`src/rtl/lsu_pkg.sv`:
```
// Shared types and helpers for the load/store unit: FSM state, RV32I
// funct3 width codes and the sign/zero extension helpers used by the lanes.
package lsu_pkg;

  typedef enum logic [2:0] {
    IDLE   = 3'd0,
    LOAD   = 3'd1,
    RMW_RD = 3'd2,
    WRITE  = 3'd3,
    RESP   = 3'd4
  } lsu_state_t;

  localparam logic [2:0] F3_B  = 3'd0;
  localparam logic [2:0] F3_H  = 3'd1;
  localparam logic [2:0] F3_W  = 3'd2;
  localparam logic [2:0] F3_BU = 3'd4;
  localparam logic [2:0] F3_HU = 3'd5;

  localparam int BYTE_W     = 8;
  localparam int HALF_W     = 16;
  localparam int WORD_BYTES = 4;

  function automatic logic [31:0] sext8(input logic [7:0] b);
    return {{24{b[7]}}, b};
  endfunction

  function automatic logic [31:0] sext16(input logic [15:0] h);
    return {{16{h[15]}}, h};
  endfunction

  function automatic logic [31:0] zext8(input logic [7:0] b);
    return {24'd0, b};
  endfunction

  function automatic logic [31:0] zext16(input logic [15:0] h);
    return {16'd0, h};
  endfunction

endpackage

```
`src/rtl/lsu_byte_lane.sv`:
```
// Combinational byte/half formatting: load extraction with extension,
// sub-word store merge into a memory word, and the alignment check.
module lsu_byte_lane
  import lsu_pkg::*;
(
  input  logic [2:0]  funct3,
  input  logic [1:0]  addr_lo,
  input  logic [31:0] word,
  input  logic [15:0] wdata,
  output logic [31:0] load_val,
  output logic [31:0] merged,
  output logic        misaligned
);

  logic [BYTE_W-1:0] byte_sel;
  logic [HALF_W-1:0] half_sel;
  logic              is_b, is_h, is_w;

  assign is_b = (funct3[1:0] == F3_B[1:0]);
  assign is_h = (funct3[1:0] == F3_H[1:0]);
  assign is_w = (funct3[1:0] == F3_W[1:0]);

  assign byte_sel   = word[{addr_lo, 3'b000} +: BYTE_W];
  assign half_sel   = addr_lo[1] ? word[31:16] : word[15:0];
  assign misaligned = (is_h && addr_lo[0]) || (is_w && (addr_lo != 2'b00));

  always_comb begin
    load_val = word;
    case (funct3)
      F3_B:    load_val = sext8(byte_sel);
      F3_BU:   load_val = zext8(byte_sel);
      F3_H:    load_val = sext16(half_sel);
      F3_HU:   load_val = zext16(half_sel);
      default: load_val = word;
    endcase
  end

  // Only SB/SH reach the merge; full-word stores bypass this lane.
  for (genvar i = 0; i < WORD_BYTES; i++) begin : g_merge
    logic hit;
    assign hit = (is_b && (addr_lo == 2'(i))) || (is_h && (addr_lo[1] == 1'(i / 2)));
    assign merged[BYTE_W*i +: BYTE_W] = hit ? (is_b ? wdata[7:0] : wdata[BYTE_W*(i%2) +: BYTE_W])
                                            : word[BYTE_W*i +: BYTE_W];
  end

endmodule

```
`src/rtl/lsu_mem_adapter.sv`:
```
// Load/store adapter onto a word-only memory; sub-word stores use read-modify-write.
// Define LSU_RANGE_CHECK_EN to reject word indices >= MEM_WORDS as errors.
module lsu_mem_adapter
  import lsu_pkg::*;
#(
  parameter int unsigned MEM_WORDS = 32
) (
  input  logic        clk,
  input  logic        rst,
  input  logic        req_valid,
  output logic        req_ready,
  input  logic        req_we,
  input  logic [2:0]  req_funct3,
  input  logic [31:0] req_addr,
  input  logic [31:0] req_wdata,
  output logic        resp_valid,
  output logic        resp_err,
  output logic [31:0] resp_rdata,
  output logic        mem_read,
  output logic        mem_write,
  output logic [31:0] mem_addr,
  output logic [31:0] mem_wdata,
  input  logic [31:0] mem_rdata
);

`ifdef LSU_RANGE_CHECK_EN
  localparam bit RANGE_EN = 1'b1;
`else
  localparam bit RANGE_EN = 1'b0;
`endif

  lsu_state_t  state;
  logic [2:0]  f3_q;
  logic [1:0]  addr_lo_q;
  logic [15:0] wdata_q;

  logic [2:0]  lane_f3;
  logic [1:0]  lane_addr;
  logic [31:0] load_val, merged;
  logic        misaligned, illegal, out_of_range, bad, accept;

  // In IDLE the lane classifies the live request; afterwards it works on the latched copy.
  assign lane_f3   = (state == IDLE) ? req_funct3    : f3_q;
  assign lane_addr = (state == IDLE) ? req_addr[1:0] : addr_lo_q;

  lsu_byte_lane u_lane (
    .funct3     (lane_f3),
    .addr_lo    (lane_addr),
    .word       (mem_rdata),
    .wdata      (wdata_q),
    .load_val   (load_val),
    .merged     (merged),
    .misaligned (misaligned)
  );

  assign illegal      = req_we ? (req_funct3 > F3_W)
                               : ((req_funct3 == 3'd3) || (req_funct3 > F3_HU));
  assign out_of_range = RANGE_EN && ({2'b00, req_addr[31:2]} >= MEM_WORDS);
  assign bad          = illegal || misaligned || out_of_range;
  assign accept       = req_valid && req_ready;

  always_ff @(posedge clk or posedge rst) begin
    if (rst) begin
      state      <= IDLE;
      req_ready  <= 1'b1;
      resp_valid <= 1'b0;
      resp_err   <= 1'b0;
      resp_rdata <= '0;
      mem_read   <= 1'b0;
      mem_write  <= 1'b0;
      mem_addr   <= '0;
      mem_wdata  <= '0;
      f3_q       <= '0;
      addr_lo_q  <= '0;
      wdata_q    <= '0;
    end else begin
      resp_valid <= 1'b0;
      case (state)
        IDLE: begin
          resp_err   <= 1'b0;
          resp_rdata <= '0;
          if (accept) begin
            req_ready <= 1'b0;
            f3_q      <= req_funct3;
            addr_lo_q <= req_addr[1:0];
            wdata_q   <= req_wdata[15:0];
            if (bad) begin
              state      <= RESP;
              resp_valid <= 1'b1;
              resp_err   <= 1'b1;
            end else if (!req_we) begin
              state    <= LOAD;
              mem_read <= 1'b1;
              mem_addr <= {req_addr[31:2], 2'b00};
            end else if (req_funct3 == F3_W) begin
              state     <= WRITE;
              mem_write <= 1'b1;
              mem_addr  <= {req_addr[31:2], 2'b00};
              mem_wdata <= req_wdata;
            end else begin
              state    <= RMW_RD;
              mem_read <= 1'b1;
              mem_addr <= {req_addr[31:2], 2'b00};
            end
          end
        end
        LOAD: begin
          state      <= RESP;
          mem_read   <= 1'b0;
          mem_addr   <= '0;
          resp_valid <= 1'b1;
          resp_rdata <= load_val;
        end
        RMW_RD: begin
          state     <= WRITE;
          mem_read  <= 1'b0;
          mem_write <= 1'b1;
          mem_wdata <= merged;
        end
        WRITE: begin
          state      <= RESP;
          mem_write  <= 1'b0;
          mem_addr   <= '0;
          mem_wdata  <= '0;
          resp_valid <= 1'b1;
          resp_rdata <= '0;
        end
        RESP: begin
          state      <= IDLE;
          req_ready  <= 1'b1;
          resp_err   <= 1'b0;
          resp_rdata <= '0;
        end
        default: state <= IDLE;
      endcase
    end
  end

endmodule

```
`config.mk`:
```
export PLATFORM = sky130hd
export DESIGN_NAME = lsu_mem_adapter
export DESIGN_NICKNAME = d
export VERILOG_FILES = /design/src/rtl/lsu_pkg.sv /design/src/rtl/lsu_byte_lane.sv /design/src/rtl/lsu_mem_adapter.sv
export SDC_FILE = /design/constraint.sdc
export NUM_CORES = 1
export LEC_CHECK = 0
export ABC_AREA = 0
export BUFFER_PORTS_ARGS = -buffer_cell sky130_fd_sc_hd__buf_2
export CORE_AREA = 2 2 112 114
export CTS_BUF_LIST = sky130_fd_sc_hd__clkbuf_8
export DETAILED_ROUTE_END_ITERATION = 10
export DIE_AREA = 0 0 114 116
export PLACE_DENSITY = 0.9
export SYNTH_ARGS = -nofsm -noshare
export SYNTH_HDL_FRONTEND = slang
export SYNTH_SLANG_ARGS = --single-unit
```
`constraint.sdc`:
```
create_clock -name clk -period 5.1 [get_ports clk]
set_clock_uncertainty 0.15 [all_clocks]
set_input_delay 1.02 -clock clk [delete_from_list [all_inputs] [get_ports clk]]
set_output_delay 1.02 -clock clk [all_outputs]
set_load 0.005 [all_outputs]
```
-- After elaboration in Yosys (flattened, before gate mapping)
Cells that the tools add are included.
- output and inout port bits: 101
- input port bits: 103
- flip-flop bits (word level): 125
- logic and storage cells: 109
- order comparisons: 2
- equality and inequality tests: 19
- reduce and logical (&&, ||, !) cells: 34
- multiplexer cells: 40
- bitwise logic cells: 1
- shift-type cells: 1
- operators by type and width (operator ; number):
    $mux 32 ; 6
    $pmux 32 s2 ; 2
    $pmux 32 s4 ; 1
    $pmux 32 s3 ; 1
    $mux 8 ; 5
    $shiftx 32x6->8 ; 1
    $mux 16 ; 1
    $mux 1 ; 13
    $eq 3x2->1 const B ; 4
    $reduce_bool 2->1 ; 5
    $eq 3x3->1 const B ; 3
    $logic_and 1x1->1 ; 9
    $mux 3 ; 3
    $pmux 3 s3 ; 1
    $pmux 1 s2 ; 4
    $logic_or 1x1->1 ; 7
    $eq 2x2->1 const B ; 3
    $eq 3x1->1 const B ; 2
    $logic_not 3->1 ; 2
    $ne 2x2->1 const B ; 3
    $reduce_and 5->1 ; 1
    $eq 2x1->1 const B ; 2
    $logic_not 2->1 ; 2
    $mux 2 ; 2
    12 further kinds ; 14

-- Longest topological paths before layout
- depth in word-level cells: 9
- gate-level depth with buffers: 8
- depth with buffers taken out: 5

-- Modules after synthesis
Synthesis repeated with hierarchy kept, for this count alone.
- cell total of the unflattened synthesis: 538
- area, all modules: 6331.1 um^2
- by module, submodules not included (module ; cells each ; sequential area each (um^2) ; area an instance (um^2) ; times used):
    lsu_mem_adapter ; 351 ; 3079.2 ; 4884.7 ; 1
    lsu_byte_lane ; 187 ; 0.0 ; 1446.4 ; 1

-- Least setup slack after synthesis
Ideal clock, no wire load.
- path type: in2reg
- start point: in req_funct3[0]
- end point: reg mem_addr[10]
- stages on the path: 7
- data arrival time: 2.494 ns
- slack: 2.324 ns
- required time: 4.818 ns
- library setup time: 0.132 ns
- buffers on the path: 2
- cell sequence: buf_2 xnor2_1 o221ai_1 a2111oi_4 buf_6 mux2i_1 nor2_1
- longest elaborated chain between the ends: 7
- elaborated cells on any way between the ends: 14
- those cells by class: 2 x order compare; 4 x eq/ne; 2 x mux; 6 x reduce/logical
- RTL lines (element ; RTL line ; RTL):
    start: declaration ; lsu_mem_adapter.sv:13 ; input logic [2:0] req_funct3,
    parallel branches: the longest is 4 deep, another holds $gt 3x3->1 ; -- ;
    $logic_or 1x1->1 * ; lsu_mem_adapter.sv:59 ; assign bad = illegal || misaligned || out_of_range;
    $ne 2x2->1 (no line) * ; -- ;
    $reduce_and 3->1 (no line) * ; -- ;
    end signal: assignment ; lsu_mem_adapter.sv:94 ; mem_addr <= {req_addr[31:2], 2'b00};
    end signal: assignment ; lsu_mem_adapter.sv:98 ; mem_addr <= {req_addr[31:2], 2'b00};
    end signal: assignment ; lsu_mem_adapter.sv:103 ; mem_addr <= {req_addr[31:2], 2'b00};
    end: declaration ; lsu_mem_adapter.sv:21 ; output logic [31:0] mem_addr,
Every way passes the cells marked *.
A chain may end at the register's enable or synchronous reset.

-- Worst setup path after layout
- start point: reg addr_lo_q[1]
- end point: reg mem_wdata[31]
- longest elaborated chain between the ends: 7
- elaborated cells on any way between the ends: 13
- those cells by class: 2 x eq/ne; 3 x mux; 8 x reduce/logical
- RTL lines (element ; RTL line ; RTL):
    start: declaration ; lsu_mem_adapter.sv:34 ; logic [1:0] addr_lo_q;
    start signal: assignment ; lsu_mem_adapter.sv:85 ; addr_lo_q <= req_addr[1:0];
    $mux 2 * ; lsu_mem_adapter.sv:44 ; assign lane_addr = (state == IDLE) ? req_addr[1:0] : addr_lo_q;
    $reduce_bool 2->1 ; lsu_byte_lane.sv:25 ; assign misaligned = (is_h && addr_lo[0]) || (is_w && (addr_lo != 2'b00));
    $logic_and 1x1->1 ; lsu_byte_lane.sv:25 ;
    $logic_or 1x1->1 ; lsu_byte_lane.sv:25 ;
    $logic_or 1x1->1 ; lsu_mem_adapter.sv:59 ;
    $ne 2x2->1 (no line) ; -- ;
    $reduce_and 5->1 (no line) ; -- ;
    end signal: assignment ; lsu_mem_adapter.sv:99 ; mem_wdata <= req_wdata;
    end signal: assignment ; lsu_mem_adapter.sv:118 ; mem_wdata <= merged;
    end: declaration ; lsu_mem_adapter.sv:22 ; output logic [31:0] mem_wdata,
Mark *: on every way between the ends. The rest lies on a longest branch, timed or not.

==> impl_metrics.json <==
{
  "dr_total_vias": 5938,
  "maxSlewHeadroom": 0.196,
  "die_y_um": 116,
  "worstPathRequired_ps": 5280,
  "utilization": 0.655,
  "startpoint_type": "flop",
  "synth_most_common_cell": "dfrtp_1",
  "whs_endpoint": "resp_rdata[16]",
  "hold_path_class": "flop to flop",
  "overflow": 0,
  "cts_hold_buf": 0,
  "whs_path_depth": 2,
  "synthTopCellsByCount": "dfrtp_1, nand2_1, o21ai_0",
  "cts_setup_buffers": 0,
  "path_cells": "nand2_1 -> o221ai_1 -> a211o_1 -> buf_4 -> nand2_2 -> mux2_2",
  "avgSynthCellArea_um2": 9.55,
  "cts_root_buf": "clkbuf_8",
  "postRouteAntennaNets": 0,
  "dieWidth_um": 114,
  "nNetsFinal": 936,
  "fin_crit_sh": 0.668,
  "ys_types": 51,
  "max-clock-path-buffers": 2,
  "clock-sinks": 123,
  "synth_mux_area_frac": 0.0891,
  "synthTopCellsByArea": "dfrtp_1, mux2i_1, o21ai_0, nand2_1, nor2_1",
  "end_kind": "flop",
  "avgRoutedWirePerCell_um": 19.1,
  "synth-edff-count": 0,
  "synth-main-ff-cell": "dfrtp_1",
  "grt_pass1_vias": 5450,
  "synthSimpleGateAreaFrac": 0.131,
  "n_fill_cell": 954,
  "ys_seq_area_frac": 0.491,
  "finalWirelength_mm": 18.9,
  "dp_cells": 961,
  "setup_viol": 0,
  "ys_ff_latch": 123,
  "worstPathArrival_ps": 3590,
  "rsz0062_at_grt": "false",
  "cts.clk_slew.worst_paths_ps": 80,
  "yosysWarnings": 0,
  "drt_iter0_drc": 634,
  "drv_slew": 0,
  "finalHoldViolCount": 0,
  "numCtsBuffers": 17,
  "slowest_stage": "dfrtp_1",
  "tightestPinTransition_ps": 1210,
  "stdcell_count": 993,
  "drive_gt1_frac": 0.310,
  "grt_max_degree": 51,
  "ys_async_sr_fraction": 1.00,
  "timing.rr.end": "mem_wdata[31]",
  "clock.fmax_ghz": 0.293,
  "regToRegStartpoint": "addr_lo_q[1]",
  "antenna_cells": 0,
  "syn2layout_area_growth_pct": 24.5,
  "coreArea_um2": 11900,
  "cp_max_fo": 42,
  "ir_drop_mv": 0.308,
  "cellPowerDensity_nw_per_um2": 632,
  "cts_tree": "built",
  "yosysTopAreaCellShare": 0.487,
  "synth_compound_gate_area_share": 0.228,
  "grt_first_pass_wirelength_mm": 28.8,
  "syn_inst": 656,
  "dp_hpwl_mm": 13.4,
  "leakage_nw": 3.82,
  "r2r_cells": 6,
  "start_util": 0.526,
  "drcViolationCount": 0,
  "synth_adder_area_share": 0,
  "synth_top_family_by_area": "compound AO/OA/AOI/OAI gates",
  "cts_max_level": 4,
  "clkLatencyLatePin_ps": 450,
  "cap_viol_max_count": 0,
  "cts.repair.resized": 0,
  "track_usage": 0.284,
  "tns_ps": 0,
  "io_pins": 204,
  "synth_area_um2": 6270,
  "vias_per_cell": 5.98,
  "portBuffers": 201,
  "first_pass_iters": 5,
  "min_period_ps": 3410,
  "row_count": 40,
  "cpPeakStageDelay_ps": 1150,
  "outcome": "complete, no violations",
  "r2r_setup_slack_ps": 1690,
  "grt_antenna_before_repair": 0,
  "synthXorXnorAreaFrac": 0.00419,
  "synth_top_cell_by_area": "dfrtp_1",
  "place.gp.congestion": 0.965,
  "die_area_um2": 13200,
  "critPathKind": "flop to flop",
  "hp-start": "resp_rdata[16]"
}
-- worst max-delay path: cells and delay by family, from the launching register on --
kind            cells  cell delay (ps)
simple gates        2              530
flops               1             1150
buf+inv             1              250
compound gates      2              750
mux                 1              430
-- power by group --
group / switching [mW] / internal, mW
Clock: 0.413 / 0.645
Sequential: 0.331 / 1.37
Combinational: 1.26 / 0.920
-- area by class of cell --
class,count,area [um^2],area share
clock buffer,18,248,0.0318
clock inverter,14,244,0.0313
inverter,23,88.8,0.0114
multi-input combinational,455,2860,0.367
sequential,123,3080,0.395
tap,147,184,0.0236
timing repair buffer,213,1100,0.140
-- sequential cells by signal (all words and copies together), names as in the netlist --
signal      flops
mem_write       1
resp_rdata     32
wdata_q        16
mem_wdata      32
resp_err        1
mem_addr       30
mem_read        1
resp_valid      1
f3_q            3
req_ready       1
addr_lo_q       2
state           3
-- worst max-delay path by stage --
stage	slack (ps)	end	cells past startpoint	start
floorplan	660	addr_lo_q[0]	1	rst
global placement	1750	mem_wdata[31]	7	req_funct3[1]
detailed placement	1650	mem_wdata[31]	7	req_funct3[0]
CTS	1740	mem_wdata[31]	6	addr_lo_q[1]
global route	1400	mem_wdata[31]	6	addr_lo_q[1]
finish	1690	mem_wdata[31]	6	addr_lo_q[1]
-- cells in the final DEF, fill, tap and decap left out, types with 7 or more instances in the layout --
cell type	Yosys	layout
a22oi_1	15	15
inv_1	23	22
mux2i_1	43	41
clkbuf_8	0	18
buf_2	9	201
a22o_1	17	17
dfrtp_1	122	122
o21a_1	7	7
o31a_1	10	10
o21ai_0	77	77
nor3_1	10	10
nor2_1	61	60
a31oi_1	17	17
nand2_1	84	84
and4_1	8	8
a21oi_1	17	17
buf_4	2	12
a2bb2oi_1	25	25
nor4_1	8	8
-- logic make-up (layout without fill, tap and decap cells) --
| logic type | count (synthesis) | after routing |
|---|---|---|
| other cells | 1 | 2 |
| xor+xnor | 3 | 3 |
| flops | 123 | 123 |
| simple gates | 186 | 186 |
| compound gates | 212 | 212 |
| buf+inv | 79 | 268 |
| mux | 52 | 52 |
-- layer usage --
metal | track usage | vias up | part of all wire
met3 | 0.0664 | 47 | 0.10
met1 | 0.410 | 2818 | 0.41
met4 | 0.111 | 0 | 0.025
li1 | - | 2716 | -
met5 | 0 | - | 0
met2 | 0.420 | 357 | 0.46
-- metrics by stage --
stage	instance area, um^2	setup slack [ps]	hold slack [ps]	power, mW
3_3_place_gp	7310	1750	306	3.76
5_1_grt	7800	1400	347	5.24
6_report	7800	1690	323	4.94
3_5_place_dp	7310	1650	313	3.83
4_1_cts	7800	1740	331	4.91
2_1_floorplan	6270	661	297	3.10
Note: power is estimated with default switching activity, not from simulation.
